## config.mk

```make
export PLATFORM = sky130hd
export DESIGN_NAME = demux_1x2_buf_flat
export DESIGN_NICKNAME = d
export VERILOG_FILES = /design/src/rtl/demux_1x2_buf_if.sv /design/src/rtl/demux_1x2_buf.sv /design/src/flat_wrapper.sv
export SDC_FILE = /design/constraint.sdc
export NUM_CORES = 1
export LEC_CHECK = 0
export ABC_AREA = 1
export CORE_UTILIZATION = 33
export CTS_CLUSTER_DIAMETER = 40
export DETAILED_ROUTE_END_ITERATION = 7
export HOLD_SLACK_MARGIN = 0.08
export PLACE_DENSITY = 0.64
export SLEW_MARGIN = 5
export SYNTH_ARGS = -nofsm -noshare
export SYNTH_HDL_FRONTEND = slang
export SYNTH_SLANG_ARGS = --single-unit
```

## constraint.sdc

```tcl
create_clock -name CLK -period 2.7 [get_ports CLK]
set_input_delay 0.675 -clock CLK [delete_from_list [all_inputs] [get_ports CLK]]
set_output_delay 0.675 -clock CLK [all_outputs]
set_load 0.02 [all_outputs]
```

## src/rtl/demux_1x2_buf_if.sv

```systemverilog
// rtl/demux_1x2_buf_if.sv - source and dual-sink handshake bundle for demux_1x2_buf
interface demux_1x2_buf_if #(
    parameter int WIDTH = 16,
    parameter int CW    = 2
);
    logic             IN_VALID;
    logic             IN_READY;
    logic             S;
    logic [WIDTH-1:0] D;

    logic             O1_VALID;
    logic             O1_READY;
    logic [WIDTH-1:0] O1;
    logic [CW-1:0]    O1_COUNT;

    logic             O2_VALID;
    logic             O2_READY;
    logic [WIDTH-1:0] O2;
    logic [CW-1:0]    O2_COUNT;

    // Environment side: drives the source stream and both sink readies.
    modport master (
        output IN_VALID, S, D, O1_READY, O2_READY,
        input  IN_READY, O1_VALID, O1, O1_COUNT, O2_VALID, O2, O2_COUNT
    );

    // Demux side.
    modport slave (
        input  IN_VALID, S, D, O1_READY, O2_READY,
        output IN_READY, O1_VALID, O1, O1_COUNT, O2_VALID, O2, O2_COUNT
    );
endinterface

```

## src/rtl/demux_1x2_buf.sv

```systemverilog
// rtl/demux_1x2_buf.sv - 1-to-2 stream demux with an independent FIFO per output
module demux_1x2_buf #(
    parameter int WIDTH = 16,
    parameter int DEPTH = 2,
    parameter int CW    = $clog2(DEPTH) + 1
) (
    input  logic           CLK,
    input  logic           RST,
    demux_1x2_buf_if.slave bus
);
    localparam int PW = $clog2(DEPTH);

    logic [1:0]       push;
    logic [1:0]       pop;
    logic [1:0]       full;
    logic [1:0]       empty;
    logic [1:0]       sink_ready;
    logic             in_ready;
    logic [WIDTH-1:0] head [2];
    logic [CW-1:0]    cnt  [2];

    // Ready looks only at the selected FIFO's full flag; a same-cycle pop does not free a slot.
    always_comb begin
        in_ready   = bus.S ? !full[1] : !full[0];
        push       = 2'b00;
        sink_ready = {bus.O2_READY, bus.O1_READY};
        if (bus.IN_VALID && in_ready) begin
            push[bus.S] = 1'b1;
        end
        pop = ~empty & sink_ready;
    end

    for (genvar g = 0; g < 2; g++) begin : g_fifo
        logic [WIDTH-1:0] mem [DEPTH];
        logic [PW-1:0]    wr_ptr;
        logic [PW-1:0]    rd_ptr;
        logic [CW-1:0]    count;

        always_ff @(posedge CLK) begin
            if (RST) begin
                wr_ptr <= '0;
                rd_ptr <= '0;
                count  <= '0;
            end else begin
                if (push[g]) begin
                    wr_ptr <= wr_ptr + PW'(1);
                end
                if (pop[g]) begin
                    rd_ptr <= rd_ptr + PW'(1);
                end
                case ({push[g], pop[g]})
                    2'b10:   count <= count + CW'(1);
                    2'b01:   count <= count - CW'(1);
                    default: count <= count;
                endcase
            end
        end

        // Storage needs no reset: the pointers and count define what is valid.
        always_ff @(posedge CLK) begin
            if (!RST && push[g]) begin
                mem[wr_ptr] <= bus.D;
            end
        end

        assign full[g]  = (count == CW'(DEPTH));
        assign empty[g] = (count == '0);
        assign head[g]  = empty[g] ? '0 : mem[rd_ptr];
        assign cnt[g]   = count;
    end

    assign bus.IN_READY = in_ready;
    assign bus.O1_VALID = !empty[0];
    assign bus.O1       = head[0];
    assign bus.O1_COUNT = cnt[0];
    assign bus.O2_VALID = !empty[1];
    assign bus.O2       = head[1];
    assign bus.O2_COUNT = cnt[1];
endmodule

```

## src/flat_wrapper.sv

```systemverilog
// flat-port wrapper written by rule: the top's interface ports become plain ports
module demux_1x2_buf_flat 
#(
    parameter int WIDTH = 16,
    parameter int DEPTH = 2,
    parameter int CW    = $clog2(DEPTH) + 1
)
  (CLK, RST, bus_IN_VALID, bus_S, bus_D, bus_O1_READY, bus_O2_READY, bus_IN_READY, bus_O1_VALID, bus_O1, bus_O1_COUNT, bus_O2_VALID, bus_O2, bus_O2_COUNT);
  demux_1x2_buf_if #(.WIDTH(WIDTH), .CW(CW)) bus_i ();
  input  logic CLK;
  input  logic RST;
  input wire logic [$bits(bus_i.IN_VALID)-1:0] bus_IN_VALID;
  input wire logic [$bits(bus_i.S)-1:0] bus_S;
  input wire logic [$bits(bus_i.D)-1:0] bus_D;
  input wire logic [$bits(bus_i.O1_READY)-1:0] bus_O1_READY;
  input wire logic [$bits(bus_i.O2_READY)-1:0] bus_O2_READY;
  output wire logic [$bits(bus_i.IN_READY)-1:0] bus_IN_READY;
  output wire logic [$bits(bus_i.O1_VALID)-1:0] bus_O1_VALID;
  output wire logic [$bits(bus_i.O1)-1:0] bus_O1;
  output wire logic [$bits(bus_i.O1_COUNT)-1:0] bus_O1_COUNT;
  output wire logic [$bits(bus_i.O2_VALID)-1:0] bus_O2_VALID;
  output wire logic [$bits(bus_i.O2)-1:0] bus_O2;
  output wire logic [$bits(bus_i.O2_COUNT)-1:0] bus_O2_COUNT;
  assign bus_i.IN_VALID = bus_IN_VALID;
  assign bus_i.S = bus_S;
  assign bus_i.D = bus_D;
  assign bus_i.O1_READY = bus_O1_READY;
  assign bus_i.O2_READY = bus_O2_READY;
  assign bus_IN_READY = bus_i.IN_READY;
  assign bus_O1_VALID = bus_i.O1_VALID;
  assign bus_O1 = bus_i.O1;
  assign bus_O1_COUNT = bus_i.O1_COUNT;
  assign bus_O2_VALID = bus_i.O2_VALID;
  assign bus_O2 = bus_i.O2;
  assign bus_O2_COUNT = bus_i.O2_COUNT;
  demux_1x2_buf #(.WIDTH(WIDTH), .DEPTH(DEPTH), .CW(CW)) u_core (.CLK(CLK), .RST(RST), .bus(bus_i));
endmodule
```

**Word level (Yosys, flattened, before mapping)**

Memories as Yosys holds them, arrays and structs flattened. A register that Yosys moved wholly into a read port is not among the register bits.
Cells that the tools add are included.

- Memories: 2
- Logic and storage cells: 55
- Output and inout bits: 39
- Memory bits (writable): 64
- Register bits after elaboration: 8

- Order comparisons: 2
- $add $sub $neg: 8
- Reduce and logical (&&, ||, !) cells: 13
- Equality and inequality tests: 6
- Bitwise logic cells: 2
- Multiplexer cells: 16

Memories:

| memory | words | width | read ports | clocked after memory_dff | wr ports | line | text |
|---|---|---|---|---|---|---|---|
| u_core.g_fifo[0].mem | 2 | 16 | 1 | 1 | 1 | demux_1x2_buf.sv:34 | `logic [WIDTH-1:0] mem [DEPTH];` |
| u_core.g_fifo[1].mem | 2 | 16 | 1 | 1 | 1 | demux_1x2_buf.sv:34 |  |

Operator list:

| operator | number |
|---|---|
| $mux 16 | 2 |
| $mux 1 | 10 |
| $eq 2x2->1 const B | 4 |
| $pmux 2 s2 | 2 |
| $logic_not 1->1 | 5 |
| $add 1x1->1 const B | 4 |
| $add 2x1->2 const B | 2 |
| $eq 2x1->1 const B | 2 |
| $logic_and 1x1->1 | 4 |
| $logic_not 2->1 | 2 |
| $reduce_bool 2->1 | 2 |
| $sub 2x1->2 const B | 2 |
| $and 2x2->2 | 1 |
| $lt 1x2->1 const B | 1 |
| $mux 2 | 1 |
| $not 2->2 | 1 |
| $demux 1 s1 | 1 |
| $ge 1x1->1 const B | 1 |

**Longest topological paths before layout**

- Word-level depth: 8
- Mapped depth: 8
- Mapped depth without buffers: 8

**Worst setup path before layout**

OpenSTA, ideal clock, no wires.

- Path type: input port to flip-flop
- Start: input bus_S
- End: memory u_core.g_fifo[0].mem[1][0] (enable)
- Library setup time: 0.409 ns
- Setup slack: 0.271 ns
- Path buffers: 0
- Cell stages on the path: 3
- Arrival: 2.019 ns
- Cells stage by stage: inv_1 o211ai_2 nor3_1

- Word-level cells in the longest chain between the ends: 8

RTL lines:

| what | line | text |
|---|---|---|
| from (decl) | flat_wrapper.sv:13 | `input wire logic [$bits(bus_i.S)-1:0] bus_S;` |
| $lt 1x2->1 (implied by the code) or $ge 1x1->1 (tied branches) | demux_1x2_buf.sv:28 | `push[bus.S] = 1'b1;` |
| $logic_and 1x1->1 (implied by the code) | demux_1x2_buf.sv:28 |  |
| $mux 1 (implied by the code) | demux_1x2_buf.sv:28 |  |
| $demux 1 s1 | n/a |  |
| $mux 2 (*) | demux_1x2_buf.sv:27 | `if (bus.IN_VALID && in_ready) begin` |
| $logic_and 1x1->1 (*) | demux_1x2_buf.sv:61 | `if (!RST && push[g]) begin` |
| $mux 1 (*) | demux_1x2_buf.sv:61 |  |
| $mux 1 (implied by the code) (*) | demux_1x2_buf.sv:62 | `mem[wr_ptr] <= bus.D;` |
| to (decl) | demux_1x2_buf.sv:34 |  |

Every way passes the cells marked *; elsewhere a longest branch is shown, timed or not.

**Worst setup path after layout**

- Start: register u_core.g_fifo[0].count[0], in the netlist u_core.bus.O1_COUNT[0]
- End: output bus_O1[11]

- Word-level cells in the longest chain between the ends: 2

RTL lines:

| what | line | text |
|---|---|---|
| from (decl) | demux_1x2_buf.sv:37 | `logic [CW-1:0] count;` |
| from (signal assigned) | demux_1x2_buf.sv:52 | `2'b10: count <= count + CW'(1);` |
| from (signal assigned) | demux_1x2_buf.sv:53 | `2'b01: count <= count - CW'(1);` |
| from (signal assigned) | demux_1x2_buf.sv:54 | `default: count <= count;` |
| $logic_not 2->1 | demux_1x2_buf.sv:67 | `assign empty[g] = (count == '0);` |
| $mux 16 | demux_1x2_buf.sv:68 | `assign head[g] = empty[g] ? '0 : mem[rd_ptr];` |
| to (decl) | flat_wrapper.sv:19 | `output wire logic [$bits(bus_i.O1)-1:0] bus_O1;` |

No other way between the ends.

==> impl_metrics.py <==
metrics = {
    "outcome": {
        "status": "completed",
    },
    "worst_setup_path": {
        "end_kind": "output port",
        "cpPeakStageDelay_ns": 0.63,
        "crit_chain": "nor2_4 -> buf_12 -> a21oi_1 -> clkdlybuf4s50_1",
        "crit_buf_inv": 2,
        "critical_path_class": "reg2out",
        "reg2reg_slack_ns": 1.03,
        "crit_family": "buffers and inverters",
        "r2r_end": "u_core.bus.O1_COUNT[1]",
        "critical-path-slowest-cell": "clkdlybuf4s50_1",
        "start_kind": "register",
        "crit_arrival_ns": 1.91,
        "r2r_start": "u_core.bus.O1_COUNT[0]",
        "path_max_fanout": 18,
        "worstPathRequired_ns": 2.03,
        "reg2regPathDepth": 9,
    },
    "placement": {
        "io_buffers": 60,
        "place.gp.congestion": 0.709,
        "dpl-instance-area_um2": 3720,
        "dp_hpwl_mm": 4.37,
    },
    "pwr": {
        "peakVddDrop_mv": 0.357,
        "p_leak_uw": 0.00142,
        "powerDensity_nw_per_um2": 743,
    },
    "global_route": {
        "grtUsageTotal": 0.151,
        "met3_usage": 0.0395,
        "grt_most_used_layer": "met2",
        "grt_max_degree": 19,
        "grt_pass1_vias": 1954,
        "antenna_found_initial": 0,
        "grt_pass1_wl_mm": 10.0,
        "grt_use_met2": 0.249,
        "overflow": 0,
        "grt.met1_usage": 0.198,
    },
    "hold_path": {
        "hp-class": "reg2reg",
        "holdPathStages": 2,
        "hp-start": "u_core.g_fifo[1].rd_ptr",
        "hold_end": "u_core.g_fifo[1].rd_ptr",
    },
    "die": {
        "dieArea_um2": 9230,
        "die_y_um": 96.1,
        "rows": 33,
        "die_w_um": 96.1,
        "core_area_um2": 8380,
        "io-pin-count": 61,
        "start_util": 0.348,
    },
    "clock_network": {
        "clock_latency_ns": 0.34,
        "hold_buffers": 0,
        "htreeDepth": 3,
        "clock_path_buffers": 2,
        "path_clk_slew_ns": 0.09,
        "root_buffer": "clkbuf_8",
        "cts_tree": "built",
        "cts_sinks": 74,
        "cts_buffers": 9,
    },
    "drt": {
        "dr_total_vias": 2006,
        "first_pass_iters": 4,
        "via_per_inst": 4.59,
        "drt_wl_total_mm": 6.35,
        "drcViolationCount": 0,
        "post_drt_wl_per_cell_um": 14.5,
        "ant_nets": 0,
        "drt_iter0_drc": 117,
    },
    "synth": {
        "yosysMostFrequentCell": "nand2_1",
        "syn-cell-area_um2": 2920,
        "syn_nets": 272,
        "yosys.cell_types.count": 17,
        "yosysTopAreaCell": "edfxtp_1",
        "synth_top_area_frac": 0.658,
        "synth.avg_cell_area_um2": 11.8,
        "synthArstFlopShare": 0,
        "yosys-top-cells-area": "edfxtp_1, nand2_1, dfxtp_1, a21oi_1, nor2_1",
        "syn_inst": 248,
        "synth-edff-count": 64,
        "yosysWarnings": 0,
        "netlist_top_cells_count": "nand2_1, edfxtp_1, a21oi_1",
        "seq_area_frac_synth": 0.727,
        "ys.flop_type": "edfxtp_1",
        "ys_ff_latch": 74,
    },
    "final_layout": {
        "antenna_cells": 0,
        "final_util": 0.470,
        "drive_gt1_frac": 0.151,
        "regArea_um2": 2130,
        "finalNetCount": 351,
        "multi_input_area_um2": 689,
        "syn_to_final_growth_pct": 34.9,
        "fin_area_um2": 3940,
        "fill_cells": 762,
    },
    "sta": {
        "rsz0062_at_grt": "no",
        "setup_tns_ns": 0,
        "maxSlewHeadroom": 0.788,
        "finClkSkew_ns": 0.00766,
        "setup_viol": 0,
        "max_freq_ghz": 0.387,
        "maxSlewViolCount": 0,
        "finalHoldViolations": 0,
        "finalCriticalPeriod_ns": 2.58,
        "period_share": 0.956,
        "worstMarginPinSlew_ns": 0.317,
    },
    "job": {
        "max_cap_violations": 0,
    },
}
stage by stage:
step / setup WS (ns) / hold WS, ns / std cells / power (µW)
finish: 0.119 / 0.509 / 437 / 2930
global placement: 0.0285 / 0.480 / 419 / 2110
CTS: 0.0103 / 0.513 / 435 / 2920
global route: 0.00469 / 0.547 / 437 / 3070
detailed placement: 0.00797 / 0.492 / 419 / 2120
floorplan: 0.271 / 0.467 / 248 / 1760
cells by family after synthesis:
kind of cell | Yosys count | synth area share
DFF | 74 | 0.727
adders and majority gates | 2 | 0.00857
buffers and inverters | 27 | 0.0416
and+or+nand+nor | 101 | 0.142
AOI/OAI and AO/OA | 44 | 0.0814
where the power goes:
part / switching, µW / internal [µW]
Sequential: 41.8 / 1290
Combinational: 446 / 341
Clock: 457 / 349
Total: 945 / 1980
repair_timing:
action,4_1_cts,5_1_grt
buffers inserted,0,2
resized for setup,0,6
endpoints found under the setup margin,0,21
registers in the layout, indices dropped and copies added, names as in the netlist, named ones only:
register / count
u_core.g_fifo.wr_ptr: 2
u_core.bus.O1_COUNT: 2
u_core.g_fifo.mem: 64
u_core.g_fifo.rd_ptr: 2
u_core.bus.O2_COUNT: 2
worst max path at each step:
stage	slack [ns]	endpoint	startpoint	depth (start not counted)
global placement	0.03	bus_IN_READY	bus_S	6
finish	0.12	bus_O1[11]	u_core.bus.O1_COUNT[0]	4
floorplan	0.27	u_core.g_fifo[0].mem[1][0]	bus_S	3
global route	0.005	bus_O1[7]	u_core.bus.O1_COUNT[0]	4
detailed placement	0.008	bus_IN_READY	bus_S	6
CTS	0.01	bus_O2[13]	register	4
layer usage:
metal	share of wire	vias to the layer above
met5	0	-
met3	0.037	7
met2	0.48	50
met1	0.47	945
li1	-	1004
met4	0.0066	0
placed cells by master (no fill, tap or decap):
cell type	netlist	layout
nand2_1	79	79
edfxtp_1	64	64
clkdlybuf4s50_1	0	59
a21oi_1	34	34
buf_4	4	15
inv_1	13	13
nor2_1	14	13
clkbuf_8	0	9
dfxtp_1	10	7
nor2_4	4	4
inv_2	6	4
o21ai_0	4	4
dfxtp_2	0	3
inv_6	0	3
clkinvlp_4	0	3
o211ai_2	2	2
clkinv_2	0	2
nor3_2	0	2
a31oi_1	2	2
nand3_1	2	2
o21ai_1	2	2
ha_1	2	2
nor2_2	0	1
inv_8	0	1
dlymetal6s2s_1	0	1
buf_12	0	1
area by class of cell:
cell class | count | area share
flip-flops and latches | 74 | 0.540
repair buffers | 76 | 0.187
multi-input cells | 147 | 0.175
well taps | 105 | 0.0333
clock buffers | 9 | 0.0314
inverters | 19 | 0.0187
clock inverters | 7 | 0.0152
worst reg2reg max path: stages, from the launching register on:
cell and delay [ns]:
dfxtp_1 0.51, nor2_4 0.08, buf_12 0.16, buf_4 0.14, nor2_4 0.09, ha_1 0.26, inv_1 0.08, nand3_1 0.07
o21ai_1 0.12, nor2_1 0.05
Note: power is estimated with default switching activity, not from simulation.
